**src/rtl/uart_mem_loader.sv**
```systemverilog
// Serial program loader: receives a framed, checksummed image over 8N1 UART
// and streams it as packed big-endian words into a memory write port.
module uart_mem_loader #(
   parameter int unsigned DATA_WIDTH   = 8,
   parameter int unsigned ADDR_WIDTH   = 12,
   parameter int unsigned BASE_ADDR    = 'h200,
   parameter int unsigned CLKS_PER_BIT = 104
) (
   input  logic                  clk,
   input  logic                  rstn_i,
   input  logic                  rs232_rx_i,
   output logic                  we,
   output logic [ADDR_WIDTH-1:0] waddr,
   output logic [DATA_WIDTH-1:0] d,
   output logic                  busy,
   output logic                  done,
   output logic                  err
);

   localparam int unsigned             BPW       = DATA_WIDTH / 8;
   localparam int unsigned             CW        = $clog2(CLKS_PER_BIT);
   localparam logic [CW-1:0]           BIT_LAST  = CW'(CLKS_PER_BIT - 1);
   localparam logic [CW-1:0]           HALF_LAST = CW'(CLKS_PER_BIT / 2 - 1);
   localparam logic [ADDR_WIDTH-1:0]   BASE      = ADDR_WIDTH'(BASE_ADDR);
   localparam logic [15:0]             BPW16     = 16'(BPW);
   localparam logic [32:0]             MAX_WORDS = (33'd1 << ADDR_WIDTH) - 33'(BASE_ADDR);
   localparam int unsigned             WBW       = (BPW > 1) ? $clog2(BPW) : 1;
   localparam logic [WBW-1:0]          WB_LAST   = WBW'(BPW - 1);

   typedef enum logic [1:0] {RX_IDLE, RX_START, RX_DATA, RX_STOP} rx_state_t;
   typedef enum logic [2:0] {S_IDLE, S_LEN_HI, S_LEN_LO, S_DATA, S_CSUM, S_DONE, S_ERR} state_t;

   rx_state_t r_rx_state;
   logic      r_sync_meta, r_sync, r_sync_d;
   logic [CW-1:0] r_clk_cnt;
   logic [2:0]    r_bit_idx;
   logic [7:0]    r_rx_shift;
   logic          r_rx_valid, r_rx_ferr;

   always_ff @(posedge clk) begin
      if (!rstn_i) begin
         r_rx_state  <= RX_IDLE;
         r_sync_meta <= 1'b1;
         r_sync      <= 1'b1;
         r_sync_d    <= 1'b1;
         r_clk_cnt   <= '0;
         r_bit_idx   <= '0;
         r_rx_shift  <= '0;
         r_rx_valid  <= 1'b0;
         r_rx_ferr   <= 1'b0;
      end else begin
         // NOTE: sequential state uses <= so every flop sees pre-edge values, independent of statement order.
         r_sync_meta <= rs232_rx_i;
         r_sync      <= r_sync_meta;
         r_sync_d    <= r_sync;
         r_rx_valid  <= 1'b0;
         r_rx_ferr   <= 1'b0;
         case (r_rx_state)
            RX_IDLE: begin
               if (r_sync_d && !r_sync) begin
                  r_rx_state <= RX_START;
                  r_clk_cnt  <= '0;
               end
            end
            RX_START: begin
               if (r_clk_cnt == HALF_LAST) begin
                  r_clk_cnt  <= '0;
                  r_bit_idx  <= '0;
                  r_rx_state <= r_sync ? RX_IDLE : RX_DATA;
               end else begin
                  r_clk_cnt <= r_clk_cnt + 1'b1;
               end
            end
            RX_DATA: begin
               if (r_clk_cnt == BIT_LAST) begin
                  r_clk_cnt  <= '0;
                  r_rx_shift <= {r_sync, r_rx_shift[7:1]};
                  r_bit_idx  <= r_bit_idx + 1'b1;
                  if (r_bit_idx == 3'd7) r_rx_state <= RX_STOP;
               end else begin
                  r_clk_cnt <= r_clk_cnt + 1'b1;
               end
            end
            RX_STOP: begin
               if (r_clk_cnt == BIT_LAST) begin
                  r_clk_cnt  <= '0;
                  r_rx_state <= RX_IDLE;
                  r_rx_valid <= r_sync;
                  r_rx_ferr  <= !r_sync;
               end else begin
                  r_clk_cnt <= r_clk_cnt + 1'b1;
               end
            end
            default: r_rx_state <= RX_IDLE;
         endcase
      end
   end

   state_t                r_state;
   logic [7:0]            r_len_hi;
   logic [15:0]           r_len, r_byte_cnt;
   logic [7:0]            r_sum;
   logic [DATA_WIDTH-1:0] r_shift;
   logic [WBW-1:0]        r_wbyte;

   logic [15:0]           w_len;
   logic                  w_len_odd, w_len_big;
   logic [DATA_WIDTH-1:0] w_word;

   always_comb begin
      // NOTE: every signal here is assigned on every pass; a path that skipped one would infer a latch.
      w_len     = {r_len_hi, r_rx_shift};
      w_len_odd = (w_len % BPW16) != 16'd0;
      w_len_big = {17'd0, w_len / BPW16} > MAX_WORDS;
      w_word    = (r_shift << 8) | DATA_WIDTH'(r_rx_shift);
   end

   always_ff @(posedge clk) begin
      if (!rstn_i) begin
         r_state    <= S_IDLE;
         we         <= 1'b0;
         waddr      <= BASE;
         d          <= '0;
         busy       <= 1'b0;
         done       <= 1'b0;
         err        <= 1'b0;
         r_len_hi   <= '0;
         r_len      <= '0;
         r_byte_cnt <= '0;
         r_sum      <= '0;
         r_shift    <= '0;
         r_wbyte    <= '0;
      end else begin
         we <= 1'b0;
         if (we) waddr <= waddr + 1'b1;
         // busy is high exactly in the states where a framing error aborts the load
         if (r_rx_ferr && busy) begin
            r_state <= S_ERR;
            busy    <= 1'b0;
            err     <= 1'b1;
         end else if (r_rx_valid) begin
            case (r_state)
               S_IDLE, S_DONE, S_ERR: begin
                  if (r_rx_shift == 8'hA5) begin
                     r_state    <= S_LEN_HI;
                     busy       <= 1'b1;
                     done       <= 1'b0;
                     err        <= 1'b0;
                     waddr      <= BASE;
                     r_byte_cnt <= '0;
                     r_sum      <= '0;
                     r_shift    <= '0;
                     r_wbyte    <= '0;
                  end
               end
               S_LEN_HI: begin
                  r_len_hi <= r_rx_shift;
                  r_state  <= S_LEN_LO;
               end
               S_LEN_LO: begin
                  r_len <= w_len;
                  if (w_len_odd || w_len_big) begin
                     r_state <= S_ERR;
                     busy    <= 1'b0;
                     err     <= 1'b1;
                  end else if (w_len == 16'd0) begin
                     r_state <= S_CSUM;
                  end else begin
                     r_state <= S_DATA;
                  end
               end
               S_DATA: begin
                  r_sum      <= r_sum + r_rx_shift;
                  r_byte_cnt <= r_byte_cnt + 16'd1;
                  if (r_wbyte == WB_LAST) begin
                     we      <= 1'b1;
                     d       <= w_word;
                     r_shift <= '0;
                     r_wbyte <= '0;
                  end else begin
                     r_shift <= w_word;
                     r_wbyte <= r_wbyte + 1'b1;
                  end
                  if (r_byte_cnt + 16'd1 == r_len) r_state <= S_CSUM;
               end
               S_CSUM: begin
                  busy <= 1'b0;
                  if (r_rx_shift == r_sum) begin
                     r_state <= S_DONE;
                     done    <= 1'b1;
                  end else begin
                     r_state <= S_ERR;
                     err     <= 1'b1;
                  end
               end
               default: r_state <= S_IDLE;
            endcase
         end
      end
   end

endmodule

```
**config.mk**
```make
export PLATFORM = sky130hd
export DESIGN_NAME = uart_mem_loader
export DESIGN_NICKNAME = d
export VERILOG_FILES = /design/src/rtl/uart_mem_loader.sv
export SDC_FILE = /design/constraint.sdc
export NUM_CORES = 1
export LEC_CHECK = 0
export ABC_AREA = 1
export ABC_CLOCK_PERIOD_IN_PS = 2700
export CAP_MARGIN = 20
export CORE_AREA = 4 4 97 99
export CTS_CLUSTER_DIAMETER = 30
export DETAILED_ROUTE_END_ITERATION = 10
export DIE_AREA = 0 0 101 103
export PLACE_DENSITY = 0.78
export SLEW_MARGIN = 10
export SYNTH_ARGS = -nofsm -noshare
export SYNTH_HDL_FRONTEND = slang
export SYNTH_SLANG_ARGS = --single-unit
```
**constraint.sdc**
```tcl
create_clock -name clk -period 2.7 [get_ports clk]
set_clock_uncertainty 0.1 [all_clocks]
set_input_delay 0.81 -clock clk [delete_from_list [all_inputs] [get_ports clk]]
set_output_delay 0.81 -clock clk [all_outputs]
set_load 0.005 [all_outputs]
```
After elaboration in Yosys (flattened, before gate mapping)
Index checks and enable logic that the tools add are counted.
{ "word_totals": {"register_bits": 101} }
{ "op_classes": {"n_lt_le_gt_ge": 1, "n_addsub": 6, "bitwise": 5, "n_eq_ne": 28, "muxes": 45, "n_reduce_logical": 29} }
{ "op_table": {"columns": ["op", "n"], "rows": [
  ["2-to-1 mux 12 bit", 5],
  ["case mux 16 bit (2 select lines)", 1],
  ["2-to-1 mux 3 bit", 8],
  ["2-to-1 mux 7 bit", 3],
  ["case mux 7 bit (3 select lines)", 1],
  ["!= test 2 bit (second input constant)", 9],
  ["AND reduction 3 bit", 6],
  ["adder 16 x 1 -> 16 bit (second input constant)", 1],
  ["equality test 16 bit", 1],
  ["> comparator 16 x 12 -> 1 bit (second input constant)", 1],
  ["zero test 16 bit", 1],
  ["2-to-1 mux 16 bit", 1],
  ["case mux 8 bit (2 select lines)", 1],
  ["case mux 3 bit (5 select lines)", 1],
  ["AND reduction 5 bit", 3],
  ["2-to-1 mux 2 bit", 7],
  ["adder 12 x 1 -> 12 bit (second input constant)", 1],
  ["equality test 3 bit (second input constant)", 4],
  ["!= test 3 bit (second input constant)", 4],
  ["AND reduction 4 bit", 3],
  ["2-to-1 mux 1 bit", 10],
  ["adder 8 bit", 1],
  ["equality test 8 bit", 1],
  ["equality test 8 bit (second input constant)", 1],
  ["26 further kinds", 39]
]} }

Logic depth before layout (Yosys ltp)
Gate-level depths: netlist (run 1).
{ "logic_depth": {"ltp_word": 6, "mapped_depth": 16, "depth_no_buf": 16} }

Worst setup path after synthesis (run 1)
No wires, ideal clock.
{ "synth_path": {"path_kind": "register to register", "startpoint": "register r_byte_cnt[0]", "endpoint": "register r_state[0]", "setup_slack_ps": 775, "path_stages_with_launch": 15, "t_arrival_ps": 1712, "synth_period_minus_slack_ps": 1925, "t_required_ps": 2487, "n_path_buf": 0, "cell_sequence": "dfxtp_1 ha_1 nand2_1 nor2_1 nand2_1 nand2_1 nand3_1 nand2_1 nand3_1 nor2_1 nand3_2 nand2_2 nand2_2 nor2_1 nor2_1"} }
{ "synth_via": {"elab_chain_len": 4} }
{ "synth_rtl": {"columns": ["item", "line_no", "source"], "rows": [
  ["start: declaration", "101", "logic [15:0] r_len, r_byte_cnt;"],
  ["start signal: assignment", "174", "r_byte_cnt <= r_byte_cnt + 16'd1;"],
  ["adder 16 x 1 -> 16 bit", "184", "if (r_byte_cnt + 16'd1 == r_len) r_state <= S_CSUM;"],
  ["equality test 16 bit", "184", null],
  ["!= test 2 bit (no line)", null, null],
  ["AND reduction 3 bit (no line)", null, null],
  ["end signal: assignment", "184", null],
  ["end signal: assignment", "189", "r_state <= S_DONE;"],
  ["end signal: assignment", "192", "r_state <= S_ERR;"],
  ["end: declaration", "99", "state_t r_state;"]
]} }
Every way passes these cells.
A chain may end at the register's enable or synchronous reset.

Worst setup path after layout (run 1)
{ "layout_path": {"startpoint": "register r_byte_cnt[0]", "endpoint": "register r_state[2]"} }
{ "layout_via": {"elab_chain_len": 4} }
{ "layout_rtl": {"columns": ["item", "line_no"], "rows": [
  ["adder 16 x 1 -> 16 bit", "184"],
  ["equality test 16 bit", "184"],
  ["!= test 3 bit (no line)", null],
  ["AND reduction 3 bit (no line)", null]
]} }
Every way passes these cells.

==> qor.yml, run 1 <==
yosys:
  yosys_warnings: 0
  synth-seq-area-share: 0.401
  synth_cell_type_count: 39
  synth_flop_cell: "dfxtp_1"
  ys_async_sr_fraction: 0
  syn_area_per_cell_sq_um: 7.16
  syn_inst: 698
  synth_top_area_cell: "dfxtp_1"
  synth_top_cell_area_share: 0.401
  syn_nets: 714
  synth-seq-cells: 100
  synth.area.top_cells: "dfxtp_1 40%, nand2_1 9.2%, o21ai_0 7.1%"
  syn_area_sq_mm: 0.00499
  synth_edf_count: 0
die:
  start_util: 0.584
  pin_count: 27
  fp.dieW_microns: 101
  fp-row-count: 34
  core_sq_mm: 0.00855
  dieHeight_microns: 103
  die_area_sq_mm: 0.0104
hold_path:
  hold_class: "register to register"
critical_path:
  path_max_fanout: 6
  required_ns: 2.92
  startpoint_type: "register"
  max_stage_delay_ns: 0.46
  cp_common_cell: "nand2_1"
  crit_chain: "ha_1, nand2_1, nor2_1, nand2_1, nand2_1, nand3_1, nand2_1, nand3_1, nor2_1, nand3_2, nand2_2, nand2_2, nand2_2, nor2_2, nor2_2"
  endpoint_kind: "register"
  setup.worst_path.class: "register to register"
  crit_arrival_ns: 2.50
  critPathSlowestCell: "dfxtp_1"
routing:
  vias: 4620
  drtIter0Drc: 313
  via_per_inst: 5.52
  avgRoutedWirePerCell_microns: 14.0
  drcViolationCount: 0
  drtAntennaViolNets: 0
  wl_microns: 11700
  firstDrtPassIters: 5
layout:
  multiInputGateArea_sq_mm: 0.00258
  layout_commonest_cell: "nand2_1"
  fin_cells: 837
  final_cell_mix: "123 x nand2_1, 100 x dfxtp_1, 84 x inv_1"
  area_delta_synth_final_pct: 11.5
  seq_area_sq_mm: 0.00200
  nets: 740
  antennaDiodeCount: 0
  fillerInstances: 732
  drive_gt1_frac: 0.0809
global_routing:
  antenna_found_initial: 0
  grt_use_total: 0.238
  gr-total-overflow: 0
  grt_pass1_vias: 4287
  grt_max_degree: 32
  grt_pass1_wl_microns: 19700
sta:
  fin_crit_sh: 0.848
  rsz0062_at_grt: "false"
  period_needed_ns: 2.29
  tightestPinTransition_ns: 0.790
  setup_violations: 0
  drv_slew: 0
  tns_ns: 0
  hold_violations: 0
  setup_ws_ns: 0.410
  fmax_ghz: 0.437
  slew_headroom: 0.471
place:
  hpwl_microns: 8670
  gp_congestion: 0.961
  io_buffers: 26
  place_inst: 821
  dpl_worst_slack_ns: 0.320
clock_network:
  cts.sinks: 100
  path_clk_slew_ns: 0.10
  postCtsHoldBufs: 0
  cts_resized: 0
  cts_buffers: 9
  cts-root-buf: "clkbuf_8"
  h-tree-depth: 3
  post-cts-setup-buffer-count: 0
  clockBufferDepth: 2
  clock_latency_ns: 0.38
  cts_tree: "done"
power_and_ir_drop:
  vdd_drop_max_mv: 0.272
  leakage_nw: 2.28
  powerDensity_mw_per_mm2: 447
status:
  status: "finished clean"
run:
  cap_viol_max_count: 0
[critical path: cells and delay by family (launching register included)]
family	cells	cell delay, ns
adder cells (fa/ha/maj)	1	0.27
flip-flops	1	0.46
AND/OR/NAND/NOR	14	1.40
[kinds of logic (layout without fill, tap and decap cells)]
group | after synthesis | after routing | synth area share
and+or+nand+nor | 299 | 299 | 0.270
xor gates and xnor gates | 19 | 19 | 0.0361
AOI/OAI and AO/OA | 160 | 160 | 0.176
buffers and inverters | 107 | 138 | 0.0827
adders and majority gates | 13 | 13 | 0.0341
DFF | 100 | 100 | 0.401
[power by group]
group | switching, mW | internal (mW)
clock network | 0.553 | 0.376
registers | 0.00719 | 1.48
logic | 0.0495 | 0.0220
total | 0.610 | 1.88
[area by class of cell]
class | count | area share
inverter | 86 | 0.0579
sequential | 100 | 0.359
clock buffer | 10 | 0.0247
clock inverter | 6 | 0.0106
multi-input combinational | 491 | 0.463
timing repair buffer | 36 | 0.0602
tap | 108 | 0.0243
[per-stage QoR]
stage	cell area [sq um]	utilization	hold WS [ns]	total power, mW
global placement	5380	0.629	0.298	1.59
floorplan	4990	-	0.293	1.57
detailed placement	5380	0.629	0.309	1.59
global route	5570	0.652	0.359	2.59
finish	5570	0.652	0.321	2.49
CTS	5570	0.652	0.328	2.51
[routing by layer]
layer	wire, microns	vias up	global-route usage
li1	-	2338	-
met1	5320	2122	0.309
met2	5480	139	0.395
met3	696	21	0.0433
met4	239	0	0.0961
met5	0	-	0
[state kept, by name (all words and copies together), names as in the netlist, 3 cells and up, named ones only]
register    cells
r_len          16
r_len_hi        8
r_byte_cnt     16
r_bit_idx       3
d               8
r_clk_cnt       7
r_rx_shift      8
r_state         3
waddr          12
r_sum           8
[synth_stat cells, types with 8 or more instances]
cell type	n
a21oi_1	63
clkbuf_1	14
dfxtp_1	100
ha_1	12
inv_1	84
nand2_1	123
nand3_1	40
nor2_1	76
nor2_2	8
nor3_1	15
o21ai_0	71
xor2_1	11
[final timing paths]
check	from	end	slack [ns]	cells past startpoint
worst min-delay path	r_sync_meta	r_sync	0.32	1
worst max register to register	r_byte_cnt[0]	r_state[2]	0.41	15
worst min register to register	r_sync_meta	r_sync	0.32	1
worst max-delay path	r_byte_cnt[0]	r_state[2]	0.41	15
Note: power is estimated with default switching activity, not from simulation.
==> run 2: changes to the inputs <==
--- a/config.mk
+++ b/config.mk
@@ -6,13 +6,13 @@
 export NUM_CORES = 1
 export LEC_CHECK = 0
 export ABC_AREA = 1
-export ABC_CLOCK_PERIOD_IN_PS = 2700
+export ABC_CLOCK_PERIOD_IN_PS = 2100
 export CAP_MARGIN = 20
-export CORE_AREA = 4 4 97 99
+export CORE_AREA = 4 4 102 104
 export CTS_CLUSTER_DIAMETER = 30
 export DETAILED_ROUTE_END_ITERATION = 10
-export DIE_AREA = 0 0 101 103
-export PLACE_DENSITY = 0.78
+export DIE_AREA = 0 0 106 108
+export PLACE_DENSITY = 0.74
 export SLEW_MARGIN = 10
 export SYNTH_ARGS = -nofsm -noshare
 export SYNTH_HDL_FRONTEND = slang
==> constraint.sdc (replaced) <==
create_clock -name clk -period 2.1 [get_ports clk]
set_clock_uncertainty 0.1 [all_clocks]
set_input_delay 0.63 -clock clk [delete_from_list [all_inputs] [get_ports clk]]
set_output_delay 0.63 -clock clk [all_outputs]
set_load 0.005 [all_outputs]
==> run 2 against run 1 <==
  * Core utilization is 3.5 points lower
  * Sequential power is 28% higher
  * Worst setup slack worse by 0.34 ns
  * Critical path type is now register to output pin
  * Worst hold slack better by 0.0066 ns
  * Cell area is 5.7% higher
  * First-iteration DRC count is 37% higher
==> qor.yml, run 2 (synthesis results as in run 1) <==
global_routing:
  gr-total-overflow: 0  # unchanged
  grt_max_degree: 43  # was 32
  antenna_found_initial: 0  # unchanged
  grt_use_total: 0.217  # was 0.238
  grt_pass1_wl_microns: 20100  # was 19700 microns
  grt_pass1_vias: 4330  # was 4287
critical_path:
  critPathLaunch: "waddr[4]"  # was r_byte_cnt[0]
  crit_chain: "clkdlybuf4s50_1"  # was ha_1, nand2_1, nor2_1, nand2_1, nand2_1, nand3_1, nand2_1, nand3_1, nor2_1, nand3_2, nand2_2, nand2_2, nand2_2, nor2_2, nor2_2
  r2r-start: "r_byte_cnt[7]"  # was r_byte_cnt[0]
  critPathBufInv: 1  # was 0
  max_stage_delay_ns: 0.52  # was 0.46 ns
  startpoint_type: "register"  # unchanged
  critPathSlowestCell: "clkdlybuf4s50_1"  # was dfxtp_1
  required_ns: 1.37  # was 2.92 ns
  crit_arrival_ns: 1.30  # was 2.50 ns
  setup.worst_path.class: "register to output pin"  # was register to register
  critical-path-top-delay-family: "buffers and inverters"  # was simple AND/OR/NAND/NOR gates
  endpoint_kind: "output pin"  # was register
  path_max_fanout: 4  # was 6
sta:
  fin_crit_sh: 0.965
  setup_violations: 0  # unchanged
  fmax_ghz: 0.493
  hold_violations: 0  # unchanged
  drv_slew: 0  # unchanged
  slew_headroom: 0.752  # was 0.471
  period_needed_ns: 2.03
  tns_ns: 0  # unchanged
  hold_ws_ns: 0.328  # was 0.321 ns
  rsz0062_at_grt: "true"  # was false
  tightestPinTransition_ns: 0.368  # was 0.790 ns
die:
  pin_count: 27  # unchanged
  fp.dieW_microns: 106  # was 101 microns
  core_sq_mm: 0.00955  # was 0.00855 sq mm
  start_util: 0.523  # was 0.584
  fp-row-count: 36  # was 34
  dieHeight_microns: 108  # was 103 microns
  die_area_sq_mm: 0.0114  # was 0.0104 sq mm
routing:
  drtAntennaViolNets: 0  # unchanged
  via_per_inst: 5.35  # was 5.52
  wl_met1_microns: 5680  # was 5320 microns
  wl_met3_microns: 622  # was 696 microns
  top_layer_used: "met4"  # unchanged
  firstDrtPassIters: 7  # was 5
  wl_microns: 12000  # was 11700 microns
  drtIter0Drc: 430  # was 313
  wl_met2_microns: 5430  # was 5480 microns
  avgRoutedWirePerCell_microns: 13.7  # was 14.0 microns
  vias: 4689  # was 4620
  drcViolationCount: 0  # unchanged
place:
  hpwl_microns: 8590  # was 8670 microns
  io_buffers: 26  # unchanged
  placed_cell_area_sq_mm: 0.00550  # was 0.00538 sq mm
  gp_congestion: 0.948  # was 0.961
status:
  status: "finished clean"  # unchanged
layout:
  final_cell_mix: "120 x nand2_1, 85 x dfxtp_1, 84 x inv_1"  # was 123 x nand2_1, 100 x dfxtp_1, 84 x inv_1
  antennaDiodeCount: 0  # unchanged
  area_delta_synth_final_pct: 17.9  # was 11.5%
  reg.largest.list: "r_byte_cnt: 16 flops, r_len: 16 flops, waddr: 12 flops"  # unchanged
  layout_commonest_cell: "nand2_1"  # unchanged
  nets: 755  # was 740
  drive_gt1_frac: 0.144  # was 0.0809
  finalInstanceArea_sq_mm: 0.00589  # was 0.00557 sq mm
run:
  cap_viol_max_count: 0  # unchanged
hold_path:
  hold_start: "r_sync_meta"  # unchanged
  hold_class: "register to register"  # unchanged
clock_network:
  postCtsHoldBufs: 0  # unchanged
  path_clk_slew_ns: 0.10  # about the same
  cts_tree: "done"  # unchanged
  clock_latency_ns: 0.38  # about the same
  cts-root-buf: "clkbuf_8"  # unchanged
  cts.sinks: 100  # unchanged
  clockBufferDepth: 2  # unchanged
  cts_buffers: 9  # unchanged
  h-tree-depth: 3  # unchanged
power_and_ir_drop:
  powerDensity_mw_per_mm2: 578  # was 447 mW/mm^2
  leakage_nw: 2.40  # was 2.28 nW
  power.total_mw: 3.40  # was 2.49 mW
  vdd_drop_max_mv: 0.448  # was 0.272 mV
-- run 2: cell types whose count changed in the layout (fill, tap and decap cells not counted), sizes merged --
| cell | change |
|---|---|
| buf | +15 |
| clkinv | -3 |
| bufinv | +2 |
| inv | +2 |
| clkinvlp | -1 |
-- run 2: what timing repair did --
| action | CTS | global route |
|---|---|---|
| pin swaps | 0 | 8 |
| endpoints found under the setup margin | 2 | 24 |
| buffers inserted | 0 | 4 |
| resized for setup | 1 | 45 |
-- run 2: worst paths after layout --
check                to  slack [ns]  cells past startpoint
max            waddr[4]        0.07                      1
min              r_sync        0.33                      1
max reg2reg  r_state[0]        0.08                     15
min reg2reg      r_sync        0.33                      1
-- run 2: final cells by class --
type | count | area, sq um
Fill cell | 872 | 3660
Timing Repair Buffer | 51 | 472
Clock inverter | 6 | 95.1
Tap cell | 133 | 166
Sequential cell | 100 | 2020
Multi-Input combinational cell | 491 | 2680
Clock buffer | 10 | 128
Inverter | 86 | 323
-- run 2: stage by stage --
| stage | util | setup WS [ns] | std cells |
|---|---|---|---|
| final | 0.617 | 0.0727 | 877 |
| after global routing | 0.617 | -0.0844 | 877 |
| after CTS | 0.600 | 0.00974 | 873 |
| after detailed placement | 0.576 | -0.0102 | 857 |
| after global placement | 0.576 | 0.0687 | 857 |
| after floorplan | - | 0.175 | 698 |
-- run 2: power by group --
| part | total [mW] | switching [mW] | leakage [nW] | internal [mW] |
|---|---|---|---|---|
| clock network | 1.39 | 0.706 | 0.112 | 0.687 |
| logic | 0.0992 | 0.0660 | 1.47 | 0.0332 |
| registers | 1.91 | 0.00874 | 0.814 | 1.90 |
| total | 3.40 | 0.780 | 2.40 | 2.62 |
-- run 2: layer usage --
| metal | vias up | global-route usage |
|---|---|---|
| li1 | 2382 | - |
| met1 | 2148 | 0.301 |
| met2 | 136 | 0.346 |
| met3 | 23 | 0.0346 |
| met4 | 0 | 0.0796 |
| met5 | - | 0 |
==> run 3: changes to the inputs <==
--- a/config.mk
+++ b/config.mk
@@ -12,6 +12,7 @@
 export CTS_CLUSTER_DIAMETER = 30
 export DETAILED_ROUTE_END_ITERATION = 10
 export DIE_AREA = 0 0 106 108
+export HOLD_SLACK_MARGIN = 0.02
 export PLACE_DENSITY = 0.74
 export SLEW_MARGIN = 10
 export SYNTH_ARGS = -nofsm -noshare
==> results of run 3 <==
The final DEF is identical to that of run 2; final timing and power are the same.
